<file path="src/rtl/mc_control_fsm.sv">
// Multi-cycle MIPS main controller: sequences ALU, unified memory, IR and register file
// through fetch/decode/execute/memory/writeback states and counts retired instructions.
module mc_control_fsm #(
  parameter int CNT_W = 32
) (
  input  logic             clock,
  input  logic             reset,
  input  logic [5:0]       opcode,
  input  logic             zero,
  input  logic             mem_ready,
  output logic             PCWrite,
  output logic             IorD,
  output logic             MemRd,
  output logic             MemWr,
  output logic             IRWrite,
  output logic [1:0]       MemtoReg,
  output logic [1:0]       REGdst,
  output logic             RegWrite,
  output logic             ALUsrcA,
  output logic [1:0]       ALUsrcB,
  output logic [1:0]       ALUop,
  output logic [1:0]       PCsrc,
  output logic [3:0]       state,
  output logic             illegal,
  output logic [CNT_W-1:0] retired
);

  localparam logic [5:0] OP_R    = 6'b000000;
  localparam logic [5:0] OP_LW   = 6'b100011;
  localparam logic [5:0] OP_SW   = 6'b101011;
  localparam logic [5:0] OP_BEQ  = 6'b000100;
  localparam logic [5:0] OP_BNE  = 6'b000101;
  localparam logic [5:0] OP_J    = 6'b000010;
  localparam logic [5:0] OP_JAL  = 6'b000011;
  localparam logic [5:0] OP_ADDI = 6'b001000;
  localparam logic [5:0] OP_SLTI = 6'b001010;
  localparam logic [5:0] OP_ANDI = 6'b001100;

  typedef enum logic [3:0] {
    S_FETCH   = 4'd0,
    S_DECODE  = 4'd1,
    S_MEMADR  = 4'd2,
    S_MEMRD   = 4'd3,
    S_MEMWB   = 4'd4,
    S_MEMWR   = 4'd5,
    S_EXEC    = 4'd6,
    S_ALUWB   = 4'd7,
    S_BRANCH  = 4'd8,
    S_JUMP    = 4'd9,
    S_IMMEX   = 4'd10,
    S_IMMWB   = 4'd11,
    S_JAL     = 4'd12,
    S_ILLEGAL = 4'd13
  } state_t;

  state_t           r_state;
  state_t           w_next;
  logic             r_illegal;
  logic [CNT_W-1:0] r_retired;

  logic w_pcw, w_memrd, w_memwr, w_irw, w_regw;

  // Opcode dispatch out of DECODE.
  function automatic state_t decode_dispatch(input logic [5:0] op);
    case (op)
      OP_LW, OP_SW:               decode_dispatch = S_MEMADR;
      OP_R:                       decode_dispatch = S_EXEC;
      OP_BEQ, OP_BNE:             decode_dispatch = S_BRANCH;
      OP_J:                       decode_dispatch = S_JUMP;
      OP_JAL:                     decode_dispatch = S_JAL;
      OP_ADDI, OP_SLTI, OP_ANDI:  decode_dispatch = S_IMMEX;
      default:                    decode_dispatch = S_ILLEGAL;
    endcase
  endfunction

  always_comb begin
    w_next = r_state;
    case (r_state)
      S_FETCH:   w_next = mem_ready ? S_DECODE : S_FETCH;
      S_DECODE:  w_next = decode_dispatch(opcode);
      S_MEMADR:  w_next = (opcode == OP_SW) ? S_MEMWR : S_MEMRD;
      S_MEMRD:   w_next = mem_ready ? S_MEMWB : S_MEMRD;
      S_MEMWB:   w_next = S_FETCH;
      S_MEMWR:   w_next = mem_ready ? S_FETCH : S_MEMWR;
      S_EXEC:    w_next = S_ALUWB;
      S_ALUWB:   w_next = S_FETCH;
      S_BRANCH:  w_next = S_FETCH;
      S_JUMP:    w_next = S_FETCH;
      S_IMMEX:   w_next = S_IMMWB;
      S_IMMWB:   w_next = S_FETCH;
      S_JAL:     w_next = S_FETCH;
      S_ILLEGAL: w_next = S_ILLEGAL;
      default:   w_next = S_FETCH;
    endcase
  end

  always_ff @(posedge clock) begin
    if (reset) begin
      r_state   <= S_FETCH;
      r_illegal <= 1'b0;
      r_retired <= '0;
    end else begin
      r_state <= w_next;
      if (w_next == S_ILLEGAL)
        r_illegal <= 1'b1;
      // An instruction retires when control returns to FETCH.
      if ((w_next == S_FETCH) && (r_state != S_FETCH))
        r_retired <= r_retired + CNT_W'(1);
    end
  end

  always_comb begin
    w_pcw    = 1'b0;
    w_memrd  = 1'b0;
    w_memwr  = 1'b0;
    w_irw    = 1'b0;
    w_regw   = 1'b0;
    IorD     = 1'b0;
    MemtoReg = 2'b00;
    REGdst   = 2'b00;
    ALUsrcA  = 1'b0;
    ALUsrcB  = 2'b00;
    ALUop    = 2'b00;
    PCsrc    = 2'b00;
    case (r_state)
      S_FETCH: begin
        w_memrd = 1'b1;
        ALUsrcB = 2'b01;
        w_irw   = mem_ready;
        w_pcw   = mem_ready;
      end
      S_DECODE: ALUsrcB = 2'b11;
      S_MEMADR: begin
        ALUsrcA = 1'b1;
        ALUsrcB = 2'b10;
      end
      S_MEMRD: begin
        IorD    = 1'b1;
        w_memrd = 1'b1;
      end
      S_MEMWB: begin
        w_regw   = 1'b1;
        MemtoReg = 2'b01;
      end
      S_MEMWR: begin
        IorD    = 1'b1;
        w_memwr = 1'b1;
      end
      S_EXEC: begin
        ALUsrcA = 1'b1;
        ALUop   = 2'b10;
      end
      S_ALUWB: begin
        w_regw = 1'b1;
        REGdst = 2'b01;
      end
      S_BRANCH: begin
        ALUsrcA = 1'b1;
        ALUop   = 2'b01;
        PCsrc   = 2'b01;
        w_pcw   = (opcode == OP_BEQ) ? zero : ~zero;
      end
      S_JUMP: begin
        PCsrc = 2'b10;
        w_pcw = 1'b1;
      end
      S_JAL: begin
        PCsrc    = 2'b10;
        w_pcw    = 1'b1;
        w_regw   = 1'b1;
        REGdst   = 2'b10;
        MemtoReg = 2'b10;
      end
      S_IMMEX: begin
        ALUsrcA = 1'b1;
        ALUsrcB = 2'b10;
        ALUop   = (opcode == OP_ADDI) ? 2'b00 : 2'b11;
      end
      S_IMMWB: w_regw = 1'b1;
      default: ;
    endcase
  end

  // Enables are masked during reset so an abandoned access never writes.
  assign PCWrite  = w_pcw   & ~reset;
  assign MemRd    = w_memrd & ~reset;
  assign MemWr    = w_memwr & ~reset;
  assign IRWrite  = w_irw   & ~reset;
  assign RegWrite = w_regw  & ~reset;

  assign state   = r_state;
  assign illegal = r_illegal;
  assign retired = r_retired;

endmodule

</file>
<file path="config.mk">
export PLATFORM = sky130hd
export DESIGN_NAME = mc_control_fsm
export DESIGN_NICKNAME = d
export VERILOG_FILES = /design/src/rtl/mc_control_fsm.sv
export SDC_FILE = /design/constraint.sdc
export NUM_CORES = 1
export LEC_CHECK = 0
export ABC_AREA = 1
export CORE_MARGIN = 2
export CORE_UTILIZATION = 32
export DETAILED_ROUTE_END_ITERATION = 10
export HOLD_SLACK_MARGIN = 0.12
export PLACE_DENSITY = 0.62
export SYNTH_ARGS = -nofsm -noshare
export SYNTH_HDL_FRONTEND = slang
export SYNTH_SLANG_ARGS = --single-unit
</file>
<file path="constraint.sdc">
create_clock -name clock -period 1.55 [get_ports clock]
set_input_delay 0.2325 -clock clock [delete_from_list [all_inputs] [get_ports clock]]
set_output_delay 0.2325 -clock clock [all_outputs]
set_load 0.05 [all_outputs]
</file>
==> flow_metrics.py <==
metrics = {
    "run_status": {
        "outcome": "finished with violations",
        "failed_checks": "setup timing",
    },
    "grt": {
        "grt_pass1_vias": 3664,
        "grt_pass1_wl_um": 16270,
        "grt_util_met3": 0.02695,
        "top_usage_layer": "met2",
        "grt_max_degree": 33,
        "overflow": 0,
        "antenna_found_initial": 0,
        "grt_util_met1": 0.2433,
        "grt_use_met2": 0.3576,
        "grt_use_total": 0.1968,
    },
    "yosys": {
        "synth_nets": 532,
        "synth-seq-cells": 37,
        "ys_types": 31,
        "syn_inst": 521,
        "synth_area_mm2": 0.002882,
        "avgSynthCellArea_um2": 5.531,
        "yosysTopAreaCellShare": 0.2571,
        "seq_area_frac_synth": 0.2571,
        "synth_area_leaders": "dfxtp_1 (26%), nand2_1 (18%), inv_1 (13%), nor2_1 (12%), nand3_1 (11%)",
        "synth.largest_area_cell": "dfxtp_1",
        "ys_warn_count": 0,
    },
    "clock_tree": {
        "clockRootBuffer": "clkbuf_8",
        "numCtsBuffers": 5,
        "cts_hold_buf": 0,
        "clock_latency_ns": 0.30,
        "clock_sinks": 37,
        "clk_path_buf_depth": 2,
        "cts.htree.levels": 2,
        "clkTransAtPathRegs_ns": 0.09,
        "cts_tree": "yes",
    },
    "power_and_ir_drop": {
        "p_comb_frac": 0.563,
        "peakVddDrop_mv": 0.3843,
        "clock_power_share": 0.191,
        "intPower_uw": 2484,
        "p_sw_frac": 0.4064,
        "share_seq_of_total_power": 0.247,
        "power.leakage_uw": 0.002552,
        "powerDensity_mw_per_mm2": 751.8,
        "p_sw_uw": 1701,
    },
    "sta": {
        "period_needed_ns": 1.966,
        "relSlewSlack": 0.7915,
        "fin_hold_ws_ns": 0.4872,
        "fin_crit_sh": 1.268,
        "fin_ws_ns": -0.4156,
        "slew_violations": 0,
        "rsz0062_at_grt": "true",
        "worstMarginPinSlew_ns": 0.3123,
        "finalSetupViolations": 51,
        "hold_viol": 0,
        "fmax_ghz": 0.5088,
        "final.setup_skew_ns": 0.01369,
    },
    "route": {
        "vias": 3882,
        "wire_per_inst_um": 12.88,
        "drt-pass1-iter-count": 4,
        "routed_wl_um": 10450,
        "antenna_left": 0,
        "dr.first_iter.drc_count": 172,
        "avgViaCountPerCell": 4.787,
        "drcViolationCount": 0,
    },
    "final_layout": {
        "area_growth_pct": 93.18,
        "n_antenna_cell": 0,
        "nets": 713,
        "multi_input_area_mm2": 0.002091,
        "seq_area_um2": 784.5,
        "layout-drive-gt1-share": 0.4637,
        "fin_cells": 811,
        "fillers": 725,
    },
    "setup_path": {
        "cp-start-kind": "flip-flop",
        "cp.required_ns": 1.75,
        "path_cells": "nand2_1, inv_2, a21oi_2, nand4_1, nor2_2, buf_6, nand3_4, nor2_4, clkbuf_16, nand3_2, nand2_1, nor2_1",
        "setup.worst_path.end_class": "flip-flop",
        "crit_buf_inv": 3,
        "arrival_ns": 2.17,
        "critPathKind": "reg -> reg",
        "max_stage_delay_ns": 0.37,
        "crit_path_frequent_cell": "nand2_1",
        "slowest_stage": "dfxtp_4",
        "cpLargestDelayFamily": "simple AND/OR/NAND/NOR gates",
        "crit_fanout": 6,
    },
    "min_path": {
        "hp-class": "reg -> reg",
    },
    "placement": {
        "place_ws_ns": -0.7935,
        "place_congestion": 0.9325,
        "io_buffers": 63,
        "placed_cells_incl_taps": 779,
        "place_hpwl_um": 6840,
    },
    "floorplan": {
        "die_y_um": 98.90,
        "dieArea_mm2": 0.009780,
        "die_w_um": 98.90,
        "row_count": 34,
        "io_pins": 64,
        "core_mm2": 0.008721,
        "initial_core_util": 0.3304,
    },
    "job": {
        "maxCapViolations": 0,
    },
}
## flip-flops by register name, summed over array words and instances (netlist names)
name / flops
illegal: 1
retired: 32
state: 4
## layer usage
| metal | up-vias | wire length, um |
|---|---|---|
| met5 | - | 0 |
| met4 | 0 | 202 |
| met3 | 19 | 420 |
| met2 | 98 | 5474 |
| met1 | 1813 | 4349 |
| li1 | 1952 | - |
## final cells by class
type / count / share of cell area
Tap cell: 108 / 0.02428
Inverter: 114 / 0.08227
Clock buffer: 7 / 0.01731
Multi-Input combinational cell: 357 / 0.3756
Sequential cell: 37 / 0.1409
Timing Repair Buffer: 187 / 0.3581
Clock inverter: 1 / 0.001573
## worst paths after layout
path,start,endpoint,cells after the start,slack [ns]
worst max-delay path,state[2]$_SDFF_PP0_,retired[23]$_SDFFE_PP0P_,12,-0.42
worst min-delay path,illegal$_SDFFE_PP0N_,illegal$_SDFFE_PP0N_,1,0.49
worst max register to register,state[2]$_SDFF_PP0_,retired[23]$_SDFFE_PP0P_,12,-0.42
worst min register to register,illegal$_SDFFE_PP0N_,illegal$_SDFFE_PP0N_,1,0.49
## per-stage QoR
step	cell area, um2	util	total power (uW)	setup TNS [ns]
after floorplan	3045	-	2073	-7.912
after global routing	5567	0.6383	4375	-18.29
after CTS	5171	0.5930	3818	-11.10
final	5567	0.6383	4185	-14.04
after global placement	4763	0.5462	2715	-23.02
after detailed placement	4763	0.5462	2726	-26.55
## timing repair
| action | CTS | global route |
|---|---|---|
| cloned | 1 | 3 |
| pin swaps | 18 | 22 |
| endpoints found under the setup margin | 50 | 52 |
| gates resized for setup | 49 | 68 |
| setup buffers | 13 | 9 |
| endpoints found under the hold margin | 0 | 0 |
## power groups by stage
stage / sequential (uW) / clock (uW) / combinational, uW
final: 1030 / 797 / 2350
after global routing: 1040 / 865 / 2470
after CTS: 1030 / 818 / 1970
after detailed placement: 1050 / 0 / 1680
after global placement: 1050 / 0 / 1670
after floorplan: 1170 / 0 / 905
## Yosys cell counts (all sizes together)
| library cell | instances |
|---|---|
| nand2 | 139 |
| inv | 113 |
| nor2 | 96 |
| nand3 | 76 |
| dfxtp | 37 |
| nor3 | 14 |
| buf | 11 |
| nand4 | 10 |
| o21ai | 7 |
| a21oi | 6 |
| a31oi | 2 |
| clkbuf | 2 |
| nand3b | 2 |
| a22o | 1 |
| clkinv | 1 |
| ha | 1 |
| nor4 | 1 |
| or2 | 1 |
| xnor2 | 1 |
## placed cells by master (no fill, tap or decap), drive strengths merged
master | netlist | final
buf | 11 | 176
nand2 | 139 | 139
a31oi | 2 | 2
or2 | 1 | 1
clkdlybuf4s50 | 0 | 3
dfxtp | 37 | 37
dlygate4sd2 | 0 | 6
clkbuf | 2 | 9
nand4 | 10 | 10
nor4 | 1 | 1
nand3 | 76 | 76
a21oi | 6 | 6
clkinv | 1 | 1
nor3 | 14 | 14
nor2 | 96 | 96
xnor2 | 1 | 1
a22o | 1 | 1
inv | 113 | 114
o21ai | 7 | 7
nand3b | 2 | 2
ha | 1 | 1
## cells by family (layout without fill, tap and decap cells)
group / count (synthesis) / after routing / synth area share
and+or+nand+nor: 339 / 339 / 0.5297
AOI/OAI and AO/OA: 16 / 16 / 0.02996
adders and majority gates: 1 / 1 / 0.004341
DFF: 37 / 37 / 0.2571
buffers and inverters: 127 / 309 / 0.1759
xor gates and xnor gates: 1 / 1 / 0.003040
Power figures use the tool's default switching activity.
